`src/rtl/pipe_stall_ctrl_pkg.sv`:
```
// Shared types and constants for the pipeline stall/flush controller:
// stall bus layout, canonical stall patterns and FSM state encoding.
package pipe_stall_ctrl_pkg;

  typedef logic [5:0] StallBus;

  localparam int STALL_PC  = 0;
  localparam int STALL_IF  = 1;
  localparam int STALL_ID  = 2;
  localparam int STALL_EX  = 3;
  localparam int STALL_MEM = 4;
  localparam int STALL_WB  = 5;

  // Hold every stage from PC up to and including 'upto'; the next stage gets a bubble.
  function automatic StallBus hold_through(input int upto);
    StallBus m;
    m = '0;
    for (int i = STALL_PC; i <= STALL_WB; i++) begin
      if (i <= upto) m[i] = 1'b1;
    end
    return m;
  endfunction

  localparam StallBus LU_STALL = hold_through(STALL_ID);
  localparam StallBus MC_STALL = hold_through(STALL_EX);

  typedef enum logic {
    IDLE    = 1'b0,
    MC_BUSY = 1'b1
  } state_e;

endpackage

```
`src/rtl/pipe_stall_ctrl_if.sv`:
```
// Handshake bundle between the pipeline datapath (master) and the stall
// controller (slave).
interface pipe_stall_ctrl_if
  import pipe_stall_ctrl_pkg::*;
#(
  parameter int REG_ADDR_W = 5
);

  logic                  id_reg1_read_i;
  logic [REG_ADDR_W-1:0] id_reg1_addr_i;
  logic                  id_reg2_read_i;
  logic [REG_ADDR_W-1:0] id_reg2_addr_i;
  logic                  ex_load_i;
  logic [REG_ADDR_W-1:0] ex_wd_i;
  logic                  ex_mc_req_i;
  logic                  ex_mc_done_i;
  logic                  flush_req_i;

  StallBus               stall_o;
  logic                  flush_o;
  logic                  ex_mc_start_o;
  logic                  ex_mc_abort_o;
  logic                  mc_timeout_o;
  logic                  busy_o;
  logic [31:0]           lu_stall_cnt_o;
  logic [31:0]           mc_stall_cnt_o;

  modport master (
    output id_reg1_read_i, id_reg1_addr_i, id_reg2_read_i, id_reg2_addr_i,
           ex_load_i, ex_wd_i, ex_mc_req_i, ex_mc_done_i, flush_req_i,
    input  stall_o, flush_o, ex_mc_start_o, ex_mc_abort_o, mc_timeout_o,
           busy_o, lu_stall_cnt_o, mc_stall_cnt_o
  );

  modport slave (
    input  id_reg1_read_i, id_reg1_addr_i, id_reg2_read_i, id_reg2_addr_i,
           ex_load_i, ex_wd_i, ex_mc_req_i, ex_mc_done_i, flush_req_i,
    output stall_o, flush_o, ex_mc_start_o, ex_mc_abort_o, mc_timeout_o,
           busy_o, lu_stall_cnt_o, mc_stall_cnt_o
  );

endinterface

```
`src/rtl/pipe_stall_ctrl_lu_hazard_cmp.sv`:
```
// Combinational load-use comparator: a load in EX whose destination is read
// by decode cannot be forwarded in time. Writes to x0 never hazard.
module lu_hazard_cmp #(
  parameter int REG_ADDR_W = 5
) (
  input  logic                  ex_load_i,
  input  logic [REG_ADDR_W-1:0] ex_wd_i,
  input  logic                  rd1_en_i,
  input  logic [REG_ADDR_W-1:0] rd1_addr_i,
  input  logic                  rd2_en_i,
  input  logic [REG_ADDR_W-1:0] rd2_addr_i,
  output logic                  hazard_o
);

  logic wd_live;
  logic rd1_hit;
  logic rd2_hit;

  assign wd_live  = ex_load_i && (ex_wd_i != '0);
  assign rd1_hit  = rd1_en_i && (rd1_addr_i == ex_wd_i);
  assign rd2_hit  = rd2_en_i && (rd2_addr_i == ex_wd_i);
  assign hazard_o = wd_live && (rd1_hit || rd2_hit);

endmodule

```
`src/rtl/pipe_stall_ctrl.sv`:
```
// Pipeline sequencing controller: load-use stall, multi-cycle EX sequencing
// with timeout, flush arbitration. Optional stall counters under STALL_PERF_EN.
module pipe_stall_ctrl
  import pipe_stall_ctrl_pkg::*;
#(
  parameter int MC_MAX_CYCLES = 64,
  parameter int REG_ADDR_W    = 5
) (
  input  logic            clk,
  input  logic            rst,
  pipe_stall_ctrl_if.slave bus
);

  localparam int              CNT_W   = $clog2(MC_MAX_CYCLES + 1);
  localparam logic [CNT_W-1:0] CNT_MAX = CNT_W'(MC_MAX_CYCLES);

  state_e            state_q, state_d;
  logic [CNT_W-1:0]  cnt_q, cnt_d;
  logic              timeout_q, timeout_d;

  logic              lu_hit;
  StallBus           stall_c;
  logic              flush_c;
  logic              start_c;
  logic              abort_c;

  lu_hazard_cmp #(
    .REG_ADDR_W (REG_ADDR_W)
  ) u_lu_cmp (
    .ex_load_i  (bus.ex_load_i),
    .ex_wd_i    (bus.ex_wd_i),
    .rd1_en_i   (bus.id_reg1_read_i),
    .rd1_addr_i (bus.id_reg1_addr_i),
    .rd2_en_i   (bus.id_reg2_read_i),
    .rd2_addr_i (bus.id_reg2_addr_i),
    .hazard_o   (lu_hit)
  );

  always_comb begin
    state_d   = state_q;
    cnt_d     = cnt_q;
    timeout_d = timeout_q;
    stall_c   = '0;
    flush_c   = 1'b0;
    start_c   = 1'b0;
    abort_c   = 1'b0;

    if (bus.flush_req_i) begin
      flush_c = 1'b1;
      abort_c = (state_q == MC_BUSY) && !bus.ex_mc_done_i;
      state_d = IDLE;
      cnt_d   = '0;
    end else begin
      case (state_q)
        IDLE: begin
          if (bus.ex_mc_req_i) begin
            start_c = 1'b1;
            stall_c = MC_STALL;
            cnt_d   = CNT_W'(1);
            state_d = MC_BUSY;
          end else if (lu_hit) begin
            stall_c = LU_STALL;
          end
        end
        MC_BUSY: begin
          // Done releases the pipe in the same cycle so the result moves on to MEM.
          if (bus.ex_mc_done_i) begin
            cnt_d   = '0;
            state_d = IDLE;
          end else if (cnt_q >= CNT_MAX) begin
            timeout_d = 1'b1;
            flush_c   = 1'b1;
            abort_c   = 1'b1;
            cnt_d     = '0;
            state_d   = IDLE;
          end else begin
            stall_c = MC_STALL;
            cnt_d   = cnt_q + CNT_W'(1);
          end
        end
        default: begin
          state_d = IDLE;
          cnt_d   = '0;
        end
      endcase
    end
  end

  always_ff @(posedge clk or negedge rst) begin
    if (!rst) begin
      state_q   <= IDLE;
      cnt_q     <= '0;
      timeout_q <= 1'b0;
    end else begin
      state_q   <= state_d;
      cnt_q     <= cnt_d;
      timeout_q <= timeout_d;
    end
  end

  // Combinational outputs are gated so every output reads 0 the moment reset asserts.
  assign bus.stall_o       = rst ? stall_c : '0;
  assign bus.flush_o       = rst && flush_c;
  assign bus.ex_mc_start_o = rst && start_c;
  assign bus.ex_mc_abort_o = rst && abort_c;
  assign bus.mc_timeout_o  = timeout_q;
  assign bus.busy_o        = (state_q == MC_BUSY);

`ifdef STALL_PERF_EN
  logic [31:0] lu_cnt_q;
  logic [31:0] mc_cnt_q;
  logic        lu_cyc;
  logic        mc_cyc;

  assign lu_cyc = (stall_c == LU_STALL);
  assign mc_cyc = (stall_c == MC_STALL);

  always_ff @(posedge clk or negedge rst) begin
    if (!rst) begin
      lu_cnt_q <= '0;
      mc_cnt_q <= '0;
    end else begin
      if (lu_cyc && (lu_cnt_q != '1)) lu_cnt_q <= lu_cnt_q + 32'd1;
      if (mc_cyc && (mc_cnt_q != '1)) mc_cnt_q <= mc_cnt_q + 32'd1;
    end
  end

  assign bus.lu_stall_cnt_o = lu_cnt_q;
  assign bus.mc_stall_cnt_o = mc_cnt_q;
`else
  assign bus.lu_stall_cnt_o = '0;
  assign bus.mc_stall_cnt_o = '0;
`endif

endmodule

```
`src/flat_wrapper.sv`:
```
// flat-port wrapper written by rule: the top's interface ports become plain ports
module pipe_stall_ctrl_flat import pipe_stall_ctrl_pkg::*;
#(
  parameter int MC_MAX_CYCLES = 64,
  parameter int REG_ADDR_W    = 5
)
  (clk, rst, bus_id_reg1_read_i, bus_id_reg1_addr_i, bus_id_reg2_read_i, bus_id_reg2_addr_i, bus_ex_load_i, bus_ex_wd_i, bus_ex_mc_req_i, bus_ex_mc_done_i, bus_flush_req_i, bus_stall_o, bus_flush_o, bus_ex_mc_start_o, bus_ex_mc_abort_o, bus_mc_timeout_o, bus_busy_o, bus_lu_stall_cnt_o, bus_mc_stall_cnt_o);
  pipe_stall_ctrl_if #(.REG_ADDR_W(REG_ADDR_W)) bus_i ();
  input  logic clk;
  input  logic rst;
  input wire logic [$bits(bus_i.id_reg1_read_i)-1:0] bus_id_reg1_read_i;
  input wire logic [$bits(bus_i.id_reg1_addr_i)-1:0] bus_id_reg1_addr_i;
  input wire logic [$bits(bus_i.id_reg2_read_i)-1:0] bus_id_reg2_read_i;
  input wire logic [$bits(bus_i.id_reg2_addr_i)-1:0] bus_id_reg2_addr_i;
  input wire logic [$bits(bus_i.ex_load_i)-1:0] bus_ex_load_i;
  input wire logic [$bits(bus_i.ex_wd_i)-1:0] bus_ex_wd_i;
  input wire logic [$bits(bus_i.ex_mc_req_i)-1:0] bus_ex_mc_req_i;
  input wire logic [$bits(bus_i.ex_mc_done_i)-1:0] bus_ex_mc_done_i;
  input wire logic [$bits(bus_i.flush_req_i)-1:0] bus_flush_req_i;
  output wire logic [$bits(bus_i.stall_o)-1:0] bus_stall_o;
  output wire logic [$bits(bus_i.flush_o)-1:0] bus_flush_o;
  output wire logic [$bits(bus_i.ex_mc_start_o)-1:0] bus_ex_mc_start_o;
  output wire logic [$bits(bus_i.ex_mc_abort_o)-1:0] bus_ex_mc_abort_o;
  output wire logic [$bits(bus_i.mc_timeout_o)-1:0] bus_mc_timeout_o;
  output wire logic [$bits(bus_i.busy_o)-1:0] bus_busy_o;
  output wire logic [$bits(bus_i.lu_stall_cnt_o)-1:0] bus_lu_stall_cnt_o;
  output wire logic [$bits(bus_i.mc_stall_cnt_o)-1:0] bus_mc_stall_cnt_o;
  assign bus_i.id_reg1_read_i = bus_id_reg1_read_i;
  assign bus_i.id_reg1_addr_i = bus_id_reg1_addr_i;
  assign bus_i.id_reg2_read_i = bus_id_reg2_read_i;
  assign bus_i.id_reg2_addr_i = bus_id_reg2_addr_i;
  assign bus_i.ex_load_i = bus_ex_load_i;
  assign bus_i.ex_wd_i = bus_ex_wd_i;
  assign bus_i.ex_mc_req_i = bus_ex_mc_req_i;
  assign bus_i.ex_mc_done_i = bus_ex_mc_done_i;
  assign bus_i.flush_req_i = bus_flush_req_i;
  assign bus_stall_o = bus_i.stall_o;
  assign bus_flush_o = bus_i.flush_o;
  assign bus_ex_mc_start_o = bus_i.ex_mc_start_o;
  assign bus_ex_mc_abort_o = bus_i.ex_mc_abort_o;
  assign bus_mc_timeout_o = bus_i.mc_timeout_o;
  assign bus_busy_o = bus_i.busy_o;
  assign bus_lu_stall_cnt_o = bus_i.lu_stall_cnt_o;
  assign bus_mc_stall_cnt_o = bus_i.mc_stall_cnt_o;
  pipe_stall_ctrl #(.MC_MAX_CYCLES(MC_MAX_CYCLES), .REG_ADDR_W(REG_ADDR_W)) u_core (.clk(clk), .rst(rst), .bus(bus_i));
endmodule
```
`config.mk`:
```
export PLATFORM = sky130hd
export DESIGN_NAME = pipe_stall_ctrl_flat
export DESIGN_NICKNAME = d
export VERILOG_FILES = /design/src/rtl/pipe_stall_ctrl_pkg.sv /design/src/rtl/pipe_stall_ctrl_if.sv /design/src/rtl/pipe_stall_ctrl_lu_hazard_cmp.sv /design/src/rtl/pipe_stall_ctrl.sv /design/src/flat_wrapper.sv
export SDC_FILE = /design/constraint.sdc
export NUM_CORES = 1
export LEC_CHECK = 0
export ABC_AREA = 0
export BUFFER_PORTS_ARGS = -buffer_cell sky130_fd_sc_hd__buf_4
export CAP_MARGIN = 15
export CELL_PAD_IN_SITES_DETAIL_PLACEMENT = 1
export CELL_PAD_IN_SITES_GLOBAL_PLACEMENT = 1
export CORE_MARGIN = 4
export CORE_UTILIZATION = 27
export CTS_CLUSTER_DIAMETER = 200
export DETAILED_ROUTE_END_ITERATION = 16
export HOLD_SLACK_MARGIN = 0.12
export PLACE_DENSITY = 0.88
export REMOVE_ABC_BUFFERS = 1
export SYNTH_ARGS = -nofsm -noshare
export SYNTH_HDL_FRONTEND = slang
export SYNTH_SLANG_ARGS = --single-unit
```
`constraint.sdc`:
```
create_clock -name clk -period 3.3 [get_ports clk]
set_clock_uncertainty 0.15 [all_clocks]
set_input_delay 0.33 -clock clk [delete_from_list [all_inputs] [get_ports clk]]
set_output_delay 0.33 -clock clk [all_outputs]
set_load 0.01 [all_outputs]
```
==> impl_metrics.env <==
export IMPL_outcome="complete, no violations"
export IMPL_clockPowerShare_pct=35.9
export IMPL_rsz0062_at_grt="no"
export IMPL_cts_num_sinks=9
export IMPL_syn_cell_area_um2=1161
export IMPL_hold_class="in2reg"
export IMPL_leakagePower_nw=0.6671
export IMPL_layout_nets=198
export IMPL_post_dp_cell_area_um2=1182
export IMPL_worstReg2RegEnd="u_core.cnt_q[5]"
export IMPL_synth_seq_cells=9
export IMPL_power_frac_comb_pct=30.5
export IMPL_grt_pass1_vias=800
export IMPL_drv_cap=0
export IMPL_fp_dieW_um=73.58
export IMPL_die_h_um=73.58
export IMPL_h_tree_depth=1
export IMPL_fillers=533
export IMPL_hold_viol=0
export IMPL_drt_iter0_drc=29
export IMPL_clkLatencyLatePin_ps=230
export IMPL_cp_max_fo=14
export IMPL_p_sw_mw=0.1119
export IMPL_crit_path_end="bus_stall_o[2]"
export IMPL_p_seq_share_pct=33.6
export IMPL_sw_frac_of_total_pct=32.01
export IMPL_grtUsageTotal_pct=8.713
export IMPL_path_clk_slew_ps=40
export IMPL_cts_buffer_depth=2
export IMPL_portBuffers=31
export IMPL_rrSetupSlack_ps=1720
export IMPL_drc=0
export IMPL_gp_congestion=0.7761
export IMPL_grt_overflow=0
export IMPL_async_flop_share_pct=100.0
export IMPL_worst_ep_required_time_ps=2820
export IMPL_ys_warnings_count=0
export IMPL_setup_tns_ps=0
export IMPL_fp_dieArea_um2=5413
export IMPL_max_freq_ghz=0.4630
export IMPL_setup_viol=0
export IMPL_synth_edff_count=0
export IMPL_cts_tree="built"
export IMPL_slew_viol_final=0
export IMPL_grt_max_degree=15
export IMPL_antenna_left=0
export IMPL_drive_gt1_share_pct=22.67
export IMPL_r2r_cells=4
export IMPL_reg2reg_from="u_core.cnt_q[6]"
export IMPL_syn_avg_cell_area_um2=8.294
export IMPL_critical_path_startpoint="rst"
export IMPL_ys_seq_area_share_pct=19.40
export IMPL_numCtsBuffers=3
export IMPL_core_area_um2=4086
export IMPL_root_buffer="clkbuf_8"
export IMPL_drt_wl_total_um=2462
export IMPL_vias=827
export IMPL_powerDensity_nw_per_um2=282.4
export IMPL_drt_first_pass_iters=2
export IMPL_wire_per_inst_um=11.09
export IMPL_crit_path_end_kind="output port"
export IMPL_diodes=0
export IMPL_grt_pass1_wl_um=3698
export IMPL_cts_setup_buffers=0
export IMPL_antenna_found_initial=0
export IMPL_intPower_mw=0.2376
export IMPL_initial_core_util_pct=28.41
export IMPL_synth_flop_cell="dfrtp_1"
export IMPL_post_route_period_util_pct=65.45
export IMPL_post_cts_resized=0
export IMPL_dp_hpwl_um=2189
export IMPL_p_total_mw=0.3495
export IMPL_cts_hold_buffers=1
export IMPL_yosysUniqueCellTypes=31
export IMPL_rows=23
export IMPL_finalHoldWorstSlack_ps=223.5
export IMPL_area_growth_synth_to_final_pct=6.574
export IMPL_synthCells=140
export IMPL_critPathKind="in2out"
export IMPL_critPathLaunchType="primary input"
export IMPL_pin_count=98
export IMPL_fin_crit_ps=2160
export IMPL_viasPerCell=3.725
export IMPL_arrival_ps=1680
export IMPL_design_area_um2=1237
export IMPL_max_vdd_ir_drop_mv=0.1325
sequential cells by signal, summed over array words and instances (netlist names):
name and count:
u_core.cnt_q 7, u_core.bus.busy_o 1, u_core.bus.mc_timeout_o 1
worst min path at each step:
stage,to,startpoint,depth (start not counted),slack [ps]
2_1_floorplan,u_core.bus.busy_o,rst,0,-120
3_5_place_dp,u_core.cnt_q[3],rst,1,30
4_1_cts,u_core.bus.busy_o,bus_flush_req_i,2,220
3_3_place_gp,u_core.cnt_q[3],rst,1,30
6_report,u_core.bus.busy_o,bus_flush_req_i,2,220
5_1_grt,u_core.bus.busy_o,bus_flush_req_i,2,230
cell usage after synthesis (2+ instances only):
library cell  instances  area share [%]
ha_1                  2             2.2
a22o_1                2             1.5
dfrtp_1               9              19
o21ai_1               8             3.4
inv_1                 2            0.65
nand2_1               9             2.9
nor2_1                3            0.97
nor3_2                2             1.7
buf_4                69              45
xnor2_1              10             7.5
nand4_1               4             2.2
cell families after synthesis:
family	synth area share (%)
XOR/XNOR	8.297
AO/OA/AOI/OAI	10.02
flip-flops	19.40
buffers and inverters	45.26
adder cells (fa/ha/maj)	2.155
other	0.3230
AND/OR/NAND/NOR	14.55
power by group through the flow:
stage | clock [mW] | sequential [mW] | combinational (mW)
floorplan | 0 | 0.118 | 0.0613
global placement | 0 | 0.119 | 0.102
detailed placement | 0 | 0.119 | 0.104
CTS | 0.131 | 0.117 | 0.105
global route | 0.140 | 0.118 | 0.119
finish | 0.125 | 0.118 | 0.107
worst max-delay path, cell delays in order:
cell           delay, ps
dlygate4sd3_1        530
buf_4                210
nor4b_1              260
a21o_1               210
buf_4                140
layer usage:
layer | up-vias | track usage [%] | share of wire (%)
li1 | 390 | - | -
met1 | 393 | 9.959 | 36
met2 | 44 | 15.65 | 54
met3 | 0 | 4.104 | 10
met4 | 0 | 0 | 0
met5 | - | 0 | 0
area by class of cell:
type	instances	area [um2]	area share, %
Tap cell	50	62.56	5.056
Inverter	2	7.507	0.6067
Multi-Input combinational cell	125	654.4	52.88
Sequential cell	9	225.2	18.20
Clock buffer	4	45.04	3.640
Timing Repair Buffer	32	242.7	19.62
metrics by stage:
step | utilization [%] | instances | setup slack [ps]
2_1_floorplan | - | 136 | 1542
4_1_cts | 30.28 | 222 | 1118
3_3_place_gp | 28.93 | 217 | 1304
3_5_place_dp | 28.93 | 217 | 1267
6_report | 30.28 | 222 | 1140
5_1_grt | 30.28 | 222 | 1027
cell usage in the layout (no fill, tap or decap):
cell type,instances
and2_1,1
dlygate4sd3_1,1
buf_4,31
nand2_1,9
xnor2_1,10
and2b_1,1
nor4b_1,1
o22ai_1,1
nor2b_1,1
nor2_1,3
o21ai_1,8
nor3_1,1
o21bai_1,1
dfrtp_1,9
clkbuf_8,3
xor2_1,1
o211a_1,1
nand3_1,1
a22o_1,2
a31oi_1,1
o21a_1,1
nor3b_2,1
clkbuf_1,1
inv_1,2
o21ai_2,1
conb_1,66
nor3_2,2
a21oi_1,1
or4b_4,1
nand4_1,4
ha_1,2
and3_1,1
a21o_1,1
or4_1,1
No activity file was read; power rests on OpenSTA's default activity.
